--- src/rtl/io_bus_ctrl.sv ---
// ============================================================================
//  Module      : io_bus_ctrl
//  Description : Memory-mapped IO controller. It decodes CPU loads and stores
//                into LED and seven-segment registers, a keyboard scancode
//                FIFO, a character-RAM port and a 32-bit timer with an
//                interrupt.
//  Revision    : 1.0 - initial release
// ============================================================================
`default_nettype none

module io_bus_ctrl #(
  parameter int LED_W     = 5,
  parameter int SEG_W     = 16,
  parameter int KBD_W     = 16,
  parameter int KBD_DEPTH = 8,
  parameter int VGA_AW    = 12
) (
  input  logic              clk,
  input  logic              reset,
  input  logic              i_enable,
  input  logic              i_is_store,
  input  logic              i_is_load,
  input  logic [31:0]       i_addr,
  input  logic [31:0]       i_mem_wdata,
  input  logic [31:0]       i_mem_rdata,
  input  logic              i_kbd_valid,
  input  logic [KBD_W-1:0]  i_kbd_data,
  input  logic [7:0]        i_vga_rdata,
  output logic [LED_W-1:0]  o_leds,
  output logic [SEG_W-1:0]  o_segments,
  output logic [VGA_AW-1:0] o_vga_addr,
  output logic [7:0]        o_vga_wdata,
  output logic              o_vga_we,
  output logic              o_vga_re,
  output logic              o_timer_irq,
  output logic [31:0]       o_rdata
);

  // FIFO pointer width and occupancy width (occupancy must reach KBD_DEPTH)
  localparam int              c_PW   = (KBD_DEPTH > 1) ? $clog2(KBD_DEPTH) : 1;
  localparam int              c_CW   = c_PW + 1;
  localparam logic [c_CW-1:0] c_FULL = c_CW'(KBD_DEPTH);

  // ---------------------------------------------------------------- decode
  logic w_wr, w_rd;
  logic w_sel_kbd, w_sel_led, w_sel_seg, w_sel_vga, w_sel_tmr;
  logic w_unused;

  // A simultaneous load and store is a store only.
  assign w_wr = i_enable & i_is_store;
  assign w_rd = i_enable & i_is_load & ~i_is_store;

  // Word-address select bits resolved by priority KBD > LED > SEG > VGA > TMR.
  assign w_sel_kbd = i_addr[15];
  assign w_sel_led = i_addr[14] & ~i_addr[15];
  assign w_sel_seg = i_addr[13] & ~|i_addr[15:14];
  assign w_sel_vga = i_addr[12] & ~|i_addr[15:13];
  assign w_sel_tmr = i_addr[11] & ~|i_addr[15:12];

  assign w_unused = ^{i_addr, i_mem_wdata};

  // ------------------------------------------------------------ LED / SEG
  logic [LED_W-1:0] r_leds;
  logic [SEG_W-1:0] r_segments;

  // Output registers written by stores to their select region.
  always_ff @(posedge clk) begin
    if (reset) begin
      r_leds     <= '0;
      r_segments <= '0;
    end else begin
      if (w_wr && w_sel_led) r_leds     <= i_mem_wdata[LED_W-1:0];
      if (w_wr && w_sel_seg) r_segments <= i_mem_wdata[SEG_W-1:0];
    end
  end

  assign o_leds     = r_leds;
  assign o_segments = r_segments;

  // ------------------------------------------------------------------ VGA
  assign o_vga_addr  = i_addr[VGA_AW-1:0];
  assign o_vga_wdata = i_mem_wdata[7:0];
  assign o_vga_we    = w_wr & w_sel_vga;
  assign o_vga_re    = w_rd & w_sel_vga;

  // ------------------------------------------------------------- keyboard
  logic [KBD_W-1:0] r_mem [KBD_DEPTH];
  logic [c_PW-1:0]  r_wptr, r_rptr;
  logic [c_CW-1:0]  r_count;
  logic             r_ovf;
  logic w_kbd_data_acc, w_kbd_stat_acc, w_empty, w_full;
  logic w_push, w_pop, w_flush, w_ovf_set, w_ovf_clr;

  assign w_kbd_data_acc = w_sel_kbd & ~i_addr[2];
  assign w_kbd_stat_acc = w_sel_kbd &  i_addr[2];
  assign w_empty        = (r_count == '0);
  assign w_full         = (r_count == c_FULL);
  assign w_pop          = w_rd & w_kbd_data_acc & ~w_empty;
  // A pop in the same cycle frees a slot, so a full FIFO still accepts.
  assign w_push         = i_kbd_valid & (~w_full | w_pop);
  assign w_flush        = w_wr & w_kbd_data_acc;
  assign w_ovf_set      = i_kbd_valid & w_full & ~w_pop;
  assign w_ovf_clr      = w_wr & w_kbd_stat_acc & i_mem_wdata[1];

  // Scancode storage; stale contents are harmless since pointers gate reads.
  always_ff @(posedge clk) begin
    if (w_push) r_mem[r_wptr] <= i_kbd_data;
  end

  // FIFO pointers and occupancy; a DATA store flushes the queue.
  always_ff @(posedge clk) begin
    if (reset || w_flush) begin
      r_wptr  <= '0;
      r_rptr  <= '0;
      r_count <= '0;
    end else begin
      if (w_push) r_wptr <= r_wptr + 1'b1;
      if (w_pop)  r_rptr <= r_rptr + 1'b1;
      case ({w_push, w_pop})
        2'b10:   r_count <= r_count + 1'b1;
        2'b01:   r_count <= r_count - 1'b1;
        default: r_count <= r_count;
      endcase
    end
  end

  // Sticky overflow flag; a new overflow beats a same-cycle clear.
  always_ff @(posedge clk) begin
    if (reset)          r_ovf <= 1'b0;
    else if (w_ovf_set) r_ovf <= 1'b1;
    else if (w_ovf_clr) r_ovf <= 1'b0;
  end

  logic [6:0]  w_cnt7;
  logic [31:0] w_head32, w_kbd_word;

  // Zero-extended views of the FIFO head and occupancy for the read mux.
  always_comb begin
    w_cnt7                 = '0;
    w_cnt7[c_CW-1:0]       = r_count;
    w_head32               = '0;
    w_head32[KBD_W-1:0]    = r_mem[r_rptr];
    if (w_kbd_stat_acc)    w_kbd_word = {23'd0, w_cnt7, r_ovf, w_empty};
    else if (w_empty)      w_kbd_word = 32'd0;
    else                   w_kbd_word = w_head32;
  end

  // ---------------------------------------------------------------- timer
  logic [31:0] r_mtime, r_mtimecmp;
  logic        r_ie, r_pending;
  logic        w_tmr_wr;
  logic [31:0] w_tmr_word;

  assign w_tmr_wr = w_wr & w_sel_tmr;

  // Free-running counter; a store replaces the increment for that cycle.
  always_ff @(posedge clk) begin
    if (reset)                                r_mtime <= '0;
    else if (w_tmr_wr && i_addr[3:2] == 2'd0) r_mtime <= i_mem_wdata;
    else                                      r_mtime <= r_mtime + 32'd1;
  end

  // Compare value and interrupt enable.
  always_ff @(posedge clk) begin
    if (reset) begin
      r_mtimecmp <= '1;
      r_ie       <= 1'b0;
    end else begin
      if (w_tmr_wr && i_addr[3:2] == 2'd1) r_mtimecmp <= i_mem_wdata;
      if (w_tmr_wr && i_addr[3:2] == 2'd2) r_ie       <= i_mem_wdata[0];
    end
  end

  // Pending latches on a match of the current count; a match beats a clear.
  always_ff @(posedge clk) begin
    if (reset)                         r_pending <= 1'b0;
    else if (r_mtime == r_mtimecmp)    r_pending <= 1'b1;
    else if (w_tmr_wr && i_addr[3:2] == 2'd3 && i_mem_wdata[0])
                                       r_pending <= 1'b0;
  end

  assign o_timer_irq = r_pending & r_ie;

  // Timer register read selection.
  always_comb begin
    case (i_addr[3:2])
      2'd0:    w_tmr_word = r_mtime;
      2'd1:    w_tmr_word = r_mtimecmp;
      2'd2:    w_tmr_word = {31'd0, r_ie};
      default: w_tmr_word = {31'd0, r_pending};
    endcase
  end

  // ------------------------------------------------------------- read mux
  logic [31:0] w_led32, w_seg32;

  // CPU read data: device word when an IO region is loaded, else RAM data.
  always_comb begin
    w_led32              = '0;
    w_led32[LED_W-1:0]   = r_leds;
    w_seg32              = '0;
    w_seg32[SEG_W-1:0]   = r_segments;
    o_rdata              = i_mem_rdata;
    if (w_rd) begin
      if (w_sel_kbd)      o_rdata = w_kbd_word;
      else if (w_sel_led) o_rdata = w_led32;
      else if (w_sel_seg) o_rdata = w_seg32;
      else if (w_sel_vga) o_rdata = {4{i_vga_rdata}};
      else if (w_sel_tmr) o_rdata = w_tmr_word;
    end
  end

endmodule

`default_nettype wire
--- config.mk ---
export PLATFORM = sky130hd
export DESIGN_NAME = io_bus_ctrl
export DESIGN_NICKNAME = d
export VERILOG_FILES = /design/src/rtl/io_bus_ctrl.sv
export SDC_FILE = /design/constraint.sdc
export NUM_CORES = 1
export LEC_CHECK = 0
export ABC_AREA = 1
export BUFFER_PORTS_ARGS = -buffer_cell sky130_fd_sc_hd__buf_2
export CORE_AREA = 3 3 169 171
export CTS_CLUSTER_DIAMETER = 200
export DETAILED_ROUTE_END_ITERATION = 16
export DIE_AREA = 0 0 172 174
export GPL_TIMING_DRIVEN = 1
export PLACE_DENSITY = 0.67
export REMOVE_ABC_BUFFERS = 1
export SLEW_MARGIN = 20
export SYNTH_ARGS = -nofsm -noshare
export SYNTH_HDL_FRONTEND = slang
export SYNTH_SLANG_ARGS = --single-unit
export TNS_END_PERCENT = 5
--- constraint.sdc ---
create_clock -name clk -period 3.25 [get_ports clk]
set_input_delay 0.4875 -clock clk [delete_from_list [all_inputs] [get_ports clk]]
set_output_delay 0.4875 -clock clk [all_outputs]
set_load 0.05 [all_outputs]
==> metrics.txt, run 1 <==
status finished, final reports clean; routability congestion estimate 0.952; Seq pwr share a little under half; vias in the first global route 10700; Yosys warnings 0; Clock Tree Root clkbuf_16; top routing layer in use met5; unrepaired setup endpoints after global routing no; first-pass iteration count of the detailed router 5; # clock sinks 229; Startpoint Class flop; core area 27000 µm²; most common cell after layout, fill and taps aside nand2_1; Setup WS pre-CTS 0.409 ns; skew final 0.0120 ns; post-route design area roughly 14000 µm²; Num CTS Buffers 26; Met1 Routed Length between 15000 and 20000 µm; first-pass GRT wire length 57800 µm; Inst Count DP 2107; non-filler cells, final between 2000 and 2500; HP Class input port to flop; layout cells sized above 1 15.4%; latest clock arrival within the worst-skew pair 0.55 ns; post-synthesis sequential area ratio 48.1%; DP Area 13400 µm²; Post CTS Setup Buffer Count 0; WL met2 18300 µm; clock tree from TritonCTS built; ys flop type edfxtp_1; via count of the routed design 11500; crit path kind flop to output port; static leakage 6.26 nW; Post-synth EDFFs 128; arrival time worst endpoint 2.57 ns; gr usage total between 20% and 30%; CP bufs+invs 5; Hold WS 0.173 ns; post-route setup slack 0.191 ns; GRT Residual Overflow 0; Initial Util 45.1%; Slew Limit Fails 0; slowest CP cell dfxtp_2; Clock power frac 43.5%; Setup violations, final 0; Nets 1924; minimum clock period 3.06 ns; peak supply drop 0.406 mV; Worst setup EP type output port; row count 60; Worst Max-Slew Pin Slew 0.825 ns; DP HPWL 27000 µm; drt via density 5.32; Slew HR between 40% and 50%; Logic pwr share 10.3%; Routed wire per std cell approximately 18 µm; async set-reset flop share out of synthesis 0%; CP max FO 37; internal power 5.04 mW; Synth Instances 1648; Die H 174 µm; Routed Antenna Nets 0; antenna violations before repair 2; Sw Share 25.8%; Setup TNS 0 ns; P&R area growth vs syn 16.8%; worst path required time 2.76 ns; commonest cells after routing, fill and taps aside 523 x nand2_1, 186 x nor2_1, 165 x buf_2; fin util 52.7%; drt total wl 37800 µm; flop and latch count out of synthesis 229; largest net degree at the start of global routing 63; DRC 0; Iteration-0 DRC Markers 1064; die extent in x roughly 170 µm; htree depth 1; post-synthesis area per instance approximately 7.4 µm²; Worst path top cell family by delay buffers and inverters; clock buffer depth 3; Pwr Total 6.80 mW; clock-pin transition on the worst setup and hold timing paths 0.06 ns; Sw Pwr 1.75 mW; Final Hold Viols 0; final period utilization roughly 94%; port bufs about 170; Top-Level Pins 202; worst stage delay on the critical path approximately 0.37 ns; met3 WL between 2000 and 2500 µm; synthesized area 12200 µm²; PwrDens about 480 nW/µm²; Yosys cell types 37; total die area 29900 µm²; max cap viols 0; crit-path cells inv_2 -> buf_12 -> buf_12 -> nand2_1 -> nand3_1 -> a21oi_1 -> o21ai_0 -> inv_1 -> a21oi_1 -> buf_2; Fmax achieved roughly 0.33 GHz
==> final timing paths <==
check,from,end,slack (ns),cells after the start
hold reg to reg,r_ovf,r_ovf,0.46,2
setup reg to reg,r_mtime[0],r_mtime[30],0.95,10
hold / removal,i_mem_wdata[31],r_mtimecmp[31],0.17,3
setup / recovery,flop,o_rdata[15],0.19,10
==> power by group through the flow <==
stage	Combinational [mW]	Clock (mW)	Sequential (mW)
floorplan	0.370	0	3.22
global placement	0.684	0	3.20
detailed placement	0.691	0	3.20
CTS	0.694	3.00	3.14
global route	0.761	3.13	3.14
finish	0.699	2.96	3.14
==> synth_stat cells, drive strengths merged, types with 7 or more instances <==
cell | number | area (µm²)
o21ai | 147 | 736
nand2 | 526 | 1980
clkbuf | 38 | 145
nand3 | 146 | 736
buf | 49 | 297
or2 | 11 | 71.3
xnor2 | 22 | 193
nor2 | 195 | 772
nor3 | 11 | 66.3
nand4 | 11 | 83.8
a21oi | 56 | 280
edfxtp | 128 | 3840
dfxtp | 101 | 2020
o211ai | 13 | 97.6
xor2 | 7 | 61.3
inv | 162 | 608
==> layout make-up <==
cell class,count,area (µm²)
inverter,163,614
tap,341,427
sequential,229,5870
antenna,2,5.00
multi-input combinational,1169,5280
fill,2619,12800
timing repair buffer,205,1180
clock buffer,37,732
clock inverter,11,138
==> sequential cells by signal, summed over array words and instances (netlist names), named ones only <==
signal	count
r_count	4
r_mem	128
r_mtimecmp	32
r_wptr	3
r_mtime	32
o_segments	16
r_ovf	1
r_ie	1
r_pending	1
r_rptr	3
o_leds	5
==> logic make-up after synthesis <==
group	synth area share (%)
flip-flops	48.1
XOR/XNOR	2.08
AO/OA/AOI/OAI	10.0
adder cells (fa/ha/maj)	0.410
buffers and inverters	8.64
AND/OR/NAND/NOR	30.7
==> worst min-delay path, cell delays in order <==
cell and delay, ns:
buf_2 0.08, nand2_1 0.04, o211ai_1 0.06
==> per-layer routing <==
layer	track usage, %	up-vias
met1	31.5	5318
met2	41.3	449
li1	-	5620
met5	0	-
met4	9.81	4
met3	3.68	85
==> repair_timing <==
action | in CTS | in global routing
hold buffers | 0 | 0
setup endpoints to repair | 0 | 9
gates resized for setup | 0 | 6
No activity file was read; power rests on OpenSTA's default activity.
==> run 2: changes to the inputs <==
Settings changed: PLACE_DENSITY 0.67 to 0.7, REMOVE_ABC_BUFFERS 1 to not set.
Clock period 3.25 ns to 2.7 ns, I/O delays scaled along.
==> metrics.txt, run 2 (same netlist as run 1, synthesis figures left out) <==
worst reg2reg path startpoint r_mtime[0] (unchanged); Initial Util 45.1% (unchanged); Top-Level Pins 202 (unchanged); Largest Register r_mem (unchanged); worst path required time 2.30 ns (was 2.76 ns); fin util 53.5% (was 52.7%); Hold WS 0.0890 ns (was 0.173 ns); Top Registers r_mem: 128 flops, r_mtime: 32 flops, r_mtimecmp: 32 flops (unchanged); Fill cells 2562 (was 2619); DRC 0 (unchanged); max FFs per register 128 (unchanged); layout cells sized above 1 17.0% (was 15.4%); Iteration-0 DRC Markers 1263 (was 1064); met2 Resource Use GR 39.4% (was 41.3%); row count 60 (unchanged); worst hold path startpoint i_mem_wdata[18] (was i_mem_wdata[31]); Worst Hold Path EP r_mtimecmp[18] (was r_mtimecmp[31]); reg2reg end r_mtime[30] (unchanged); crit path kind input port to output port (was flop to output port); port bufs 167 (unchanged); status finished, final reports clean (unchanged); skew final 0.0108 ns (was 0.0120 ns); largest net degree at the start of global routing 42 (was 63); routability congestion estimate 0.974 (was 0.952); GRT Max-Usage Layer met2 (unchanged); Nets 1945 (was 1924); R2R depth 11 (was 10); Seq. cell area 5880 µm² (was 5870 µm²); Worst Max-Slew Pin Slew 0.629 ns (was 0.825 ns); Inst Count DP 2125 (was 2107); clock buffer depth 3 (unchanged); Mapped Nets 1778; PwrDens 552 nW/µm² (was 477 nW/µm²); arrival time worst endpoint 2.29 ns (was 2.57 ns); final period utilization 99.8%; via count of the routed design 11800 (was 11500); Num CTS Buffers 24 (was 26); CTS Hold Bufs 0 (unchanged); footprint of the multi-input gates 5310 µm² (was 5280 µm²); Routed Antenna Nets 0 (unchanged); antenna violations before repair 1 (was 2); total die area 29900 µm² (unchanged); # clock sinks 229 (unchanged); CP max FO 13 (was 37); Final Hold Viols 0 (unchanged); minimum clock period 2.69 ns; Hold Crit Depth 3 (unchanged); GRT Residual Overflow 0 (unchanged); Startpoint Class input port (was flop); unrepaired setup endpoints after global routing yes (was no); first-pass GRT wire length 60300 µm (was 57800 µm); Slew Limit Fails 0 (unchanged); max cap viols 0 (unchanged); HP Class input port to flop (unchanged); Fmax achieved 0.371 GHz; Setup violations, final 0 (unchanged); gr usage total 25.7% (was 24.5%); vias in the first global route 11000 (was 10700); Die H 174 µm (unchanged); GR Util met1 36.8% (was 31.5%); drt via density 5.40 (was 5.32); worst reg-to-reg setup slack 0.58 ns (was 0.95 ns); drt total wl 39800 µm (was 37800 µm); P&R area growth vs syn 18.6% (was 16.8%); htree depth 1 (unchanged); core area 27000 µm² (unchanged); Routed wire per std cell 18.3 µm (was 17.5 µm); clock tree from TritonCTS built (unchanged); most common cell after layout, fill and taps aside nand2_1 (unchanged); non-filler cells, final 2175 (was 2157); clock-pin transition on the worst setup and hold timing paths 0.07 ns (was 0.06 ns); Pwr Total 7.98 mW (was 6.80 mW); commonest cells after routing, fill and taps aside 521 x nand2_1, 184 x nor2_1, 155 x inv_1 (was 523 x nand2_1, 186 x nor2_1, 165 x buf_2); first-pass iteration count of the detailed router 5 (unchanged); Worst setup EP type output port (unchanged); latest clock arrival within the worst-skew pair 0.54 ns (was 0.55 ns); die extent in x 172 µm (unchanged); peak supply drop 0.401 mV (was 0.406 mV); met3 global-route usage 4.73% (was 3.68%); static leakage 6.37 nW (was 6.26 nW); Clock Tree Root clkbuf_16 (unchanged); Slew HR 58.1% (was 44.9%); DP HPWL 28900 µm (was 27000 µm)
-- run 2: cell count changes in the layout (fill, tap and decap cells not counted), moves of 3 or more --
cell,before,now
buf_4,34,58
buf_2,165,152
o21ai_0,144,136
o21ai_1,3,11
buf_6,0,7
clkbuf_1,7,2
clkinv_2,4,8
clkbuf_8,4,1
clkinvlp_4,2,5
dfxtp_1,99,96
dfxtp_4,0,3
-- run 2: per-stage QoR --
step	setup TNS (ns)	setup slack, ns	instance area (µm²)
6_report	0	0.00653	14500
5_1_grt	-1.13	-0.0745	14500
4_1_cts	-0.0281	-0.0271	14300
3_5_place_dp	0	0.0355	13500
3_3_place_gp	0	0.0390	13500
2_1_floorplan	0	0.188	12200
-- run 2: routing by layer --
layer	wire length (µm)	share of wire [%]
met5	0	0
met3	3750	9.4
met4	1420	3.6
met1	17300	44
met2	17300	43
-- run 2: where the power goes --
group          leakage [nW]  total (mW)  internal, mW  switching [mW]
Combinational          4.01       0.910         0.271           0.638
Sequential             1.98        3.78          3.74          0.0377
Clock                 0.381        3.30          1.86            1.43
-- run 2: timing repair --
action | in CTS | in global routing
buffers inserted | 0 | 4
setup endpoints to repair | 16 | 33
hold endpoints to repair | 0 | 0
pin swaps | 0 | 1
gates resized for setup | 23 | 35
gates cloned | 0 | 1
-- run 2: worst max-delay path, stage by stage --
cell and delay (ns):
buf_2 0.15, nor2_4 0.22, nand2_2 0.15, nor2_4 0.28, buf_4 0.18, clkinvlp_4 0.30
nand2_1 0.16, nand2_1 0.06, nand2_1 0.09, a21oi_1 0.10, buf_4 0.20
-- run 2: worst max path at each step --
stage	startpoint	to	slack [ns]	depth (start not counted)
final	i_addr[15]	o_rdata[6]	0.007	11
after CTS	r_count[1]	o_rdata[5]	-0.03	10
after floorplan	i_addr[13]	o_rdata[3]	0.19	11
after global placement	i_addr[13]	o_rdata[0]	0.04	10
after detailed placement	i_addr[13]	o_rdata[0]	0.04	10
after global routing	flop	o_rdata[4]	-0.07	9
-- run 2: layout make-up --
| cell class | count | share of cell area (%) |
|---|---|---|
| tap | 341 | 2.95 |
| multi-input combinational | 1169 | 36.7 |
| inverter | 163 | 4.31 |
| clock inverter | 17 | 1.13 |
| timing repair buffer | 227 | 9.90 |
| antenna | 1 | 0.0173 |
| clock buffer | 27 | 4.30 |
| timing repair inverter | 1 | 0.0519 |
| sequential | 229 | 40.6 |
